`config.mk`:
```
export PLATFORM = sky130hd
export DESIGN_NAME = seg_shift_sword
export DESIGN_NICKNAME = d
export VERILOG_FILES = /design/src/rtl/seg_shift_sword.sv
export SDC_FILE = /design/constraint.sdc
export NUM_CORES = 1
export LEC_CHECK = 0
export BUFFER_PORTS_ARGS = -buffer_cell sky130_fd_sc_hd__buf_2
export CORE_UTILIZATION = 54
export CTS_CLUSTER_SIZE = 14
export DETAILED_ROUTE_END_ITERATION = 7
export PLACE_DENSITY = 0.78
export SLEW_MARGIN = 10
export SYNTH_ARGS = -nofsm -noshare
export SYNTH_HDL_FRONTEND = slang
export SYNTH_SLANG_ARGS = --single-unit
```
`constraint.sdc`:
```
create_clock -name clk -period 4.7 [get_ports clk]
set_input_delay 0.235 -clock clk [delete_from_list [all_inputs] [get_ports clk]]
set_output_delay 0.235 -clock clk [all_outputs]
set_load 0.05 [all_outputs]
```
`src/rtl/seg_shift_sword.sv`:
```
// Serial transmitter for a 74HC595-style display chain: shifts a parallel frame out MSB first
// on a divided serial clock, then pulses the latch strobe; start/busy/done handshake upstream.
module seg_shift_sword #(
   parameter int DATA_BITS = 64,
   parameter int HALF_DIV  = 4
) (
   input  logic                 clk,
   input  logic                 rst,
   input  logic                 start,
   input  logic [DATA_BITS-1:0] data,
   output logic                 busy,
   output logic                 done,
   output logic                 s_clk,
   output logic                 s_dat,
   output logic                 s_lat,
   output logic                 s_clrn
);

   // state  | meaning
   // IDLE   | waiting for start, chain quiet
   // SHIFT  | clocking frame bits out, one bit per 2*HALF_DIV cycles
   // LATCH  | s_lat high for HALF_DIV cycles, then done
   typedef enum logic [1:0] {
      ST_IDLE  = 2'd0,
      ST_SHIFT = 2'd1,
      ST_LATCH = 2'd2
   } state_t;

   localparam int PW = (HALF_DIV > 1) ? $clog2(HALF_DIV) : 1;
   localparam int BW = $clog2(DATA_BITS);
   localparam logic [PW-1:0] PH_LAST  = PW'(HALF_DIV - 1);
   localparam logic [BW-1:0] BIT_LAST = BW'(DATA_BITS - 1);

   state_t               r_state, w_state_nxt;
   logic [DATA_BITS-1:0] r_shift, w_shift_nxt;
   logic [PW-1:0]        r_phase, w_phase_nxt;
   logic [BW-1:0]        r_bit,   w_bit_nxt;
   logic                 r_busy,  w_busy_nxt;
   logic                 r_done,  w_done_nxt;
   logic                 r_sclk,  w_sclk_nxt;
   logic                 r_sdat,  w_sdat_nxt;
   logic                 r_slat,  w_slat_nxt;
   logic                 r_clrn;

   always_ff @(posedge clk or posedge rst) begin
      if (rst) begin
         r_state <= ST_IDLE;
         r_shift <= '0;
         r_phase <= '0;
         r_bit   <= '0;
         r_busy  <= 1'b0;
         r_done  <= 1'b0;
         r_sclk  <= 1'b0;
         r_sdat  <= 1'b0;
         r_slat  <= 1'b0;
         r_clrn  <= 1'b0;
      end else begin
         r_state <= w_state_nxt;
         r_shift <= w_shift_nxt;
         r_phase <= w_phase_nxt;
         r_bit   <= w_bit_nxt;
         r_busy  <= w_busy_nxt;
         r_done  <= w_done_nxt;
         r_sclk  <= w_sclk_nxt;
         r_sdat  <= w_sdat_nxt;
         r_slat  <= w_slat_nxt;
         r_clrn  <= 1'b1;
      end
   end

   always_comb begin
      w_state_nxt = r_state;
      w_shift_nxt = r_shift;
      w_phase_nxt = r_phase;
      w_bit_nxt   = r_bit;
      w_busy_nxt  = r_busy;
      w_done_nxt  = 1'b0;
      w_sclk_nxt  = r_sclk;
      w_sdat_nxt  = r_sdat;
      w_slat_nxt  = r_slat;
      case (r_state)
         ST_IDLE: begin
            if (start && !r_busy) begin
               w_state_nxt = ST_SHIFT;
               w_shift_nxt = data;
               w_busy_nxt  = 1'b1;
               w_sdat_nxt  = data[DATA_BITS-1];
               w_sclk_nxt  = 1'b0;
               w_bit_nxt   = '0;
               w_phase_nxt = '0;
            end
         end
         ST_SHIFT: begin
            if (r_phase == PH_LAST) begin
               w_phase_nxt = '0;
               if (!r_sclk) begin
                  w_sclk_nxt = 1'b1;
               end else begin
                  // end of high phase: the chain has taken the bit, present the next one
                  w_sclk_nxt  = 1'b0;
                  w_shift_nxt = {r_shift[DATA_BITS-2:0], 1'b0};
                  if (r_bit == BIT_LAST) begin
                     w_sdat_nxt  = 1'b0;
                     w_slat_nxt  = 1'b1;
                     w_state_nxt = ST_LATCH;
                  end else begin
                     w_sdat_nxt = r_shift[DATA_BITS-2];
                     w_bit_nxt  = r_bit + 1'b1;
                  end
               end
            end else begin
               w_phase_nxt = r_phase + 1'b1;
            end
         end
         ST_LATCH: begin
            if (r_phase == PH_LAST) begin
               w_phase_nxt = '0;
               w_slat_nxt  = 1'b0;
               w_busy_nxt  = 1'b0;
               w_done_nxt  = 1'b1;
               w_state_nxt = ST_IDLE;
            end else begin
               w_phase_nxt = r_phase + 1'b1;
            end
         end
         default: w_state_nxt = ST_IDLE;
      endcase
   end

   assign busy   = r_busy;
   assign done   = r_done;
   assign s_clk  = r_sclk;
   assign s_dat  = r_sdat;
   assign s_lat  = r_slat;
   assign s_clrn = r_clrn;

endmodule

```
== After elaboration in Yosys (flattened, before gate mapping) ==
Cells that the tools add are included.

* RAM bits: 0
* Bits in registers: 79
* ROM bits: 0
* Output and inout port bits: 6
* Bits in latches: 0
* Memories: 0

* Add/sub/neg operators: 2
* Shifts and indexed selects: 0
* Reduce and logical (&&, ||, !) cells: 15
* Equality and inequality tests: 10
* Magnitude comparators: 0
* Bitwise gates (word level): 0
* Mux-type cells: 36
* Divide/modulo/power cells: 0
* $mul: 0

{| class="wikitable"
|+ Operators with widths
! cell !! number
|-
| 2-to-1 mux 63 bit || 3
|-
| one-hot mux 63 bit (2 select lines) || 1
|-
| 2-to-1 mux 6 bit || 4
|-
| AND reduction 5 bit || 3
|-
| 2-to-1 mux 1 bit || 14
|-
| 2-to-1 mux 2 bit || 7
|-
| != test 2 bit, second input constant || 6
|-
| one-hot mux 6 bit (2 select lines) || 1
|-
| one-hot mux 1 bit (2 select lines) || 4
|-
| nonzero test 2 bit || 4
|-
| adder 6 x 1 -> 6 bit, second input constant || 1
|-
| == test 6 bit, second input constant || 1
|-
| one-hot mux 2 bit (3 select lines) || 1
|-
| AND reduction 3 bit || 2
|-
| == test 2 bit, second input constant || 2
|-
| one-hot mux 2 bit (2 select lines) || 1
|-
| AND reduction 4 bit || 1
|-
| adder 2 x 1 -> 2 bit, second input constant || 1
|-
| == test 2 x 1 -> 1 bit, second input constant || 1
|-
| zero test 2 bit || 1
|-
| AND reduction 2 bit || 1
|-
| OR reduction 2 bit || 1
|-
| logical AND 1 bit || 1
|-
| zero test 1 bit || 1
|}

== Longest topological paths before layout ==
* Depth after elaboration: 5
* Mapped depth: 9
* Gate-level depth less buffers: 6

== Worst setup path after synthesis ==
No wires, ideal clock.

* Path kind: register to register
* From: register r_busy (netlist: busy)
* To: register r_bit[2]
* Library setup time: 0.126 ns
* Path buffers: 2
* Arrival: 1.566 ns
* Stages on the path, launching flop included: 6
* Setup slack: 3.008 ns
* Required time: 4.574 ns
* Cell sequence: dfrtp_1 > nand2b_1 > a211oi_2 > buf_6 > buf_2 > a21oi_1

* Word-level cells in the longest chain between the ends: 4

{| class="wikitable"
|+ RTL lines
! item !! RTL line !! RTL
|-
| start: declaration || 38 || <nowiki>logic r_busy, w_busy_nxt;</nowiki>
|-
| start signal: assignment || 62 || <nowiki>r_busy <= w_busy_nxt;</nowiki>
|-
| zero test 1 bit || 83 || <nowiki>if (start && !r_busy) begin</nowiki>
|-
| logical AND 1 bit || 83 ||
|-
| != test 2 bit (no source line) || -- ||
|-
| AND reduction 5 bit (no source line) || -- ||
|-
| end signal: assignment || 61 || <nowiki>r_bit <= w_bit_nxt;</nowiki>
|-
| end: declaration || 37 || <nowiki>logic [BW-1:0] r_bit, w_bit_nxt;</nowiki>
|}

Every way passes these cells.
A chain may end at the register's enable or synchronous reset.

== Final worst setup path ==
* From: register r_state[1]
* To: register r_shift[49]

* Word-level cells in the longest chain between the ends: 3

{| class="wikitable"
|+ RTL lines
! item !! RTL line !! RTL
|-
| start: declaration || 34 || <nowiki>state_t r_state, w_state_nxt;</nowiki>
|-
| start signal: assignment || 58 || <nowiki>r_state <= w_state_nxt;</nowiki>
|-
| == test 2 x 1 -> 1 bit / zero test 2 bit (equally long branches) || 81 || <nowiki>case (r_state)</nowiki>
|-
| != test 2 bit (no source line) / nonzero test 2 bit (equally long branches) || -- ||
|-
| AND reduction 4 bit (no source line) || -- ||
|-
| end signal: assignment || 59 || <nowiki>r_shift <= w_shift_nxt;</nowiki>
|-
| end: declaration || 35 || <nowiki>logic [DATA_BITS-1:0] r_shift, w_shift_nxt;</nowiki>
|}

Several ways; a longest one is shown, not always the timed one.

==> impl_metrics.env <==
export IMPL_outcome="finished, final reports clean"
export IMPL_cpMaxStageDelayCell="a211oi_4"
export IMPL_gr_usage_all_layers_pct=19.99
export IMPL_max_slew_margin_rel_pct=25.34
export IMPL_clkTransAtPathRegs_ps=70
export IMPL_end_kind="flop"
export IMPL_grt_pass1_vias=2703
export IMPL_routed_via_density=5.236
export IMPL_synth_area_per_cell_um2=10.23
export IMPL_dr_pass1_iters=4
export IMPL_fin_util_pct=64.42
export IMPL_final_setup_viol_count=0
export IMPL_grt_pass1_wl_um=11530
export IMPL_vias=2801
export IMPL_r2r_slack_ps=2000
export IMPL_grt_overflow=0
export IMPL_cts_hold_buf=0
export IMPL_synth_top_cell_area_share_pct=52.23
export IMPL_dieArea_um2=7348
export IMPL_finalNonFillerCells=535
export IMPL_cts_buffer_depth=2
export IMPL_ys_ff_latch=79
export IMPL_design_core_area_um2=6794
export IMPL_tns_ps=0
export IMPL_hold_viol_final=0
export IMPL_wl_met3_um=278
export IMPL_layout_nets=506
export IMPL_arrival_ps=2970
export IMPL_max_stage_delay_ps=910
export IMPL_final_cell_mix="79 x dfrtp_1, 73 x a21oi_1, 72 x buf_2"
export IMPL_cts_post_setup_buffers_inserted=0
export IMPL_ys_types=29
export IMPL_cp_start_kind="flop"
export IMPL_slew_viol_final=0
export IMPL_critical_path_buf_inv_count=2
export IMPL_root_buffer="clkbuf_8"
export IMPL_ys_warn_count=0
export IMPL_synthCells=370
export IMPL_rows=30
export IMPL_dpl_cell_count=519
export IMPL_drc=0
export IMPL_period_needed_ps=2699
export IMPL_p_leak_nw=1.829
export IMPL_synthesis_area_um2=3785
export IMPL_drt_iter0_drc=174
export IMPL_wirelength_um=6922
export IMPL_grt_max_degree=80
export IMPL_io_pin_count=73
export IMPL_die_height_um=85.72
export IMPL_r2r_cells=7
export IMPL_area_growth_pct=15.64
export IMPL_fmax_mhz=370.5
export IMPL_start_util_pct=55.71
export IMPL_r2r_start="r_state[1]$_DFFE_PP0P_"
export IMPL_cp_required_ps=4970
export IMPL_path_max_fanout=35
export IMPL_syn_num_nets=442
export IMPL_yosysSeqAreaShare_pct=52.23
export IMPL_critical_path_depth=7
export IMPL_wl_met1_um=3341
export IMPL_diodes=0
export IMPL_hold_class="in -> reg"
export IMPL_hpwlAfterDp_um=4558
export IMPL_worst_r2r_endpoint="r_shift[49]$_DFFE_PP0P_"
export IMPL_cts_buffers=9
export IMPL_path_cells="inv_1, ha_1, nor2_1, a211oi_4, buf_4, nor2_1, a21oi_1"
export IMPL_drv_cap=0
export IMPL_crit_type="reg -> reg"
export IMPL_antenna_found_initial=0
export IMPL_drive_above_1_share_pct=22.10
export IMPL_power_density_nw_per_um2=307.7
export IMPL_post_route_period_util_pct=57.43
export IMPL_crit_family="compound AO/OA/AOI/OAI gates"
export IMPL_cts_resized=0
export IMPL_min_path_cells=3
export IMPL_dr_wl_met2_um=3221
export IMPL_tritoncts="done"
export IMPL_die_w_um=85.72
export IMPL_place_ws_ps=2023
export IMPL_wl_per_cell_um=12.94
export IMPL_ant_nets=0
export IMPL_clock_latency_ps=360
export IMPL_clock_skew_ps=12.19
export IMPL_grt_setup_unrepaired="false"
export IMPL_cp_common_cell="nor2_1"
export IMPL_globalplace_congestion=0.8286
export IMPL_ir_worst_vdd_v=0.0001782
export IMPL_worst_pin_slew_ps=1120
export IMPL_routed_top_layer="met4"
export IMPL_synth_largest_area_cell="dfrtp_1"
export IMPL_yosys_top_cells_area="dfrtp_1 52%, mux2i_1 17%, a21oi_1 9.7%"
export IMPL_min_from="data[0]"
export IMPL_min_to="r_shift[0]$_DFFE_PP0P_"
export IMPL_cts_num_sinks=79
export IMPL_finalWorstSetupSlack_ps=2001
export IMPL_port_buffers=72
export IMPL_htreeDepth=3
export IMPL_layout_commonest_cell="dfrtp_1"
-- tightest hold or removal path, cell delays in order --
cell and delay (ps):
buf_2 100, nand3_1 50, o22ai_1 70
-- through the flow --
step                hold slack [ps]  power (mW)  area [um^2]
detailed placement            497.3      0.8234         4164
CTS                           139.7       1.364         4377
global route                  166.5       1.404         4377
global placement              484.3      0.8190         4164
finish                        149.3       1.347         4377
floorplan                     392.1      0.7808         3785
-- final cells by class --
type	count	area [um^2]
Multi-Input combinational cell	257	1627
Sequential cell	79	1977
Clock buffer	10	127.6
Clock inverter	6	85.08
Tap cell	96	120.1
Inverter	9	35.03
Timing Repair Buffer	78	405.4
Fill cell	584	2417
-- how the worst max path moves through the flow --
stage | start | endpoint | slack (ps)
finish | r_state[1]$_DFFE_PP0P_ | r_shift[49]$_DFFE_PP0P_ | 2000
global route | r_state[0]$_DFFE_PP0P_ | r_shift[49]$_DFFE_PP0P_ | 1780
CTS | r_state[1]$_DFFE_PP0P_ | r_shift[0]$_DFFE_PP0P_ | 2030
detailed placement | r_state[1]$_DFFE_PP0P_ | r_shift[0]$_DFFE_PP0P_ | 2020
global placement | r_state[0]$_DFFE_PP0P_ | r_shift[0]$_DFFE_PP0P_ | 2120
floorplan | rst | busy$_DFFE_PP0P_ | 2440
-- cells in the mapped netlist --
| master | count |
|---|---|
| dfrtp_1 | 79 |
| a21oi_1 | 73 |
| nor2_1 | 66 |
| mux2i_1 | 63 |
| buf_2 | 14 |
| inv_1 | 9 |
| nand2_1 | 8 |
| o21ai_0 | 8 |
| nand3_1 | 7 |
| buf_6 | 6 |
| a31oi_1 | 5 |
| ha_1 | 5 |
| nand2b_1 | 4 |
| buf_4 | 3 |
| a32o_1 | 2 |
| a41oi_1 | 2 |
| clkbuf_1 | 2 |
| nor3_1 | 2 |
| o22ai_1 | 2 |
| a211oi_2 | 1 |
| a21boi_1 | 1 |
| a221o_1 | 1 |
| a2bb2oi_1 | 1 |
| and3_1 | 1 |
| conb_1 | 1 |
| nand4b_1 | 1 |
| nor2b_1 | 1 |
| o2bb2ai_1 | 1 |
| or2_2 | 1 |
-- registers in the layout, indices dropped and copies added, names as in the netlist --
register,count
s_clrn,1
r_bit,6
r_state,2
done,1
r_shift,63
r_phase,2
s_lat,1
s_clk,1
s_dat,1
busy,1
-- power breakdown --
| part | internal [mW] | switching (mW) |
|---|---|---|
| clock | 0.297 | 0.241 |
| combinational | 0.0431 | 0.0436 |
| sequential | 0.707 | 0.0148 |
-- routing by layer --
| metal | global-route usage, % | vias to the layer above |
|---|---|---|
| li1 | - | 1408 |
| met1 | 25.51 | 1323 |
| met2 | 33.16 | 61 |
| met3 | 3.850 | 9 |
| met4 | 9.242 | 0 |
| met5 | 0 | - |
-- kinds of logic after synthesis --
group,Yosys count,synth area share [%]
flops,79,52.23
compound gates,97,14.12
simple gates,91,9.918
fa+ha+maj,5,1.653
buf+inv,34,5.322
other cells,1,0.09908
mux,63,16.66
No activity file was read; power rests on OpenSTA's default activity.
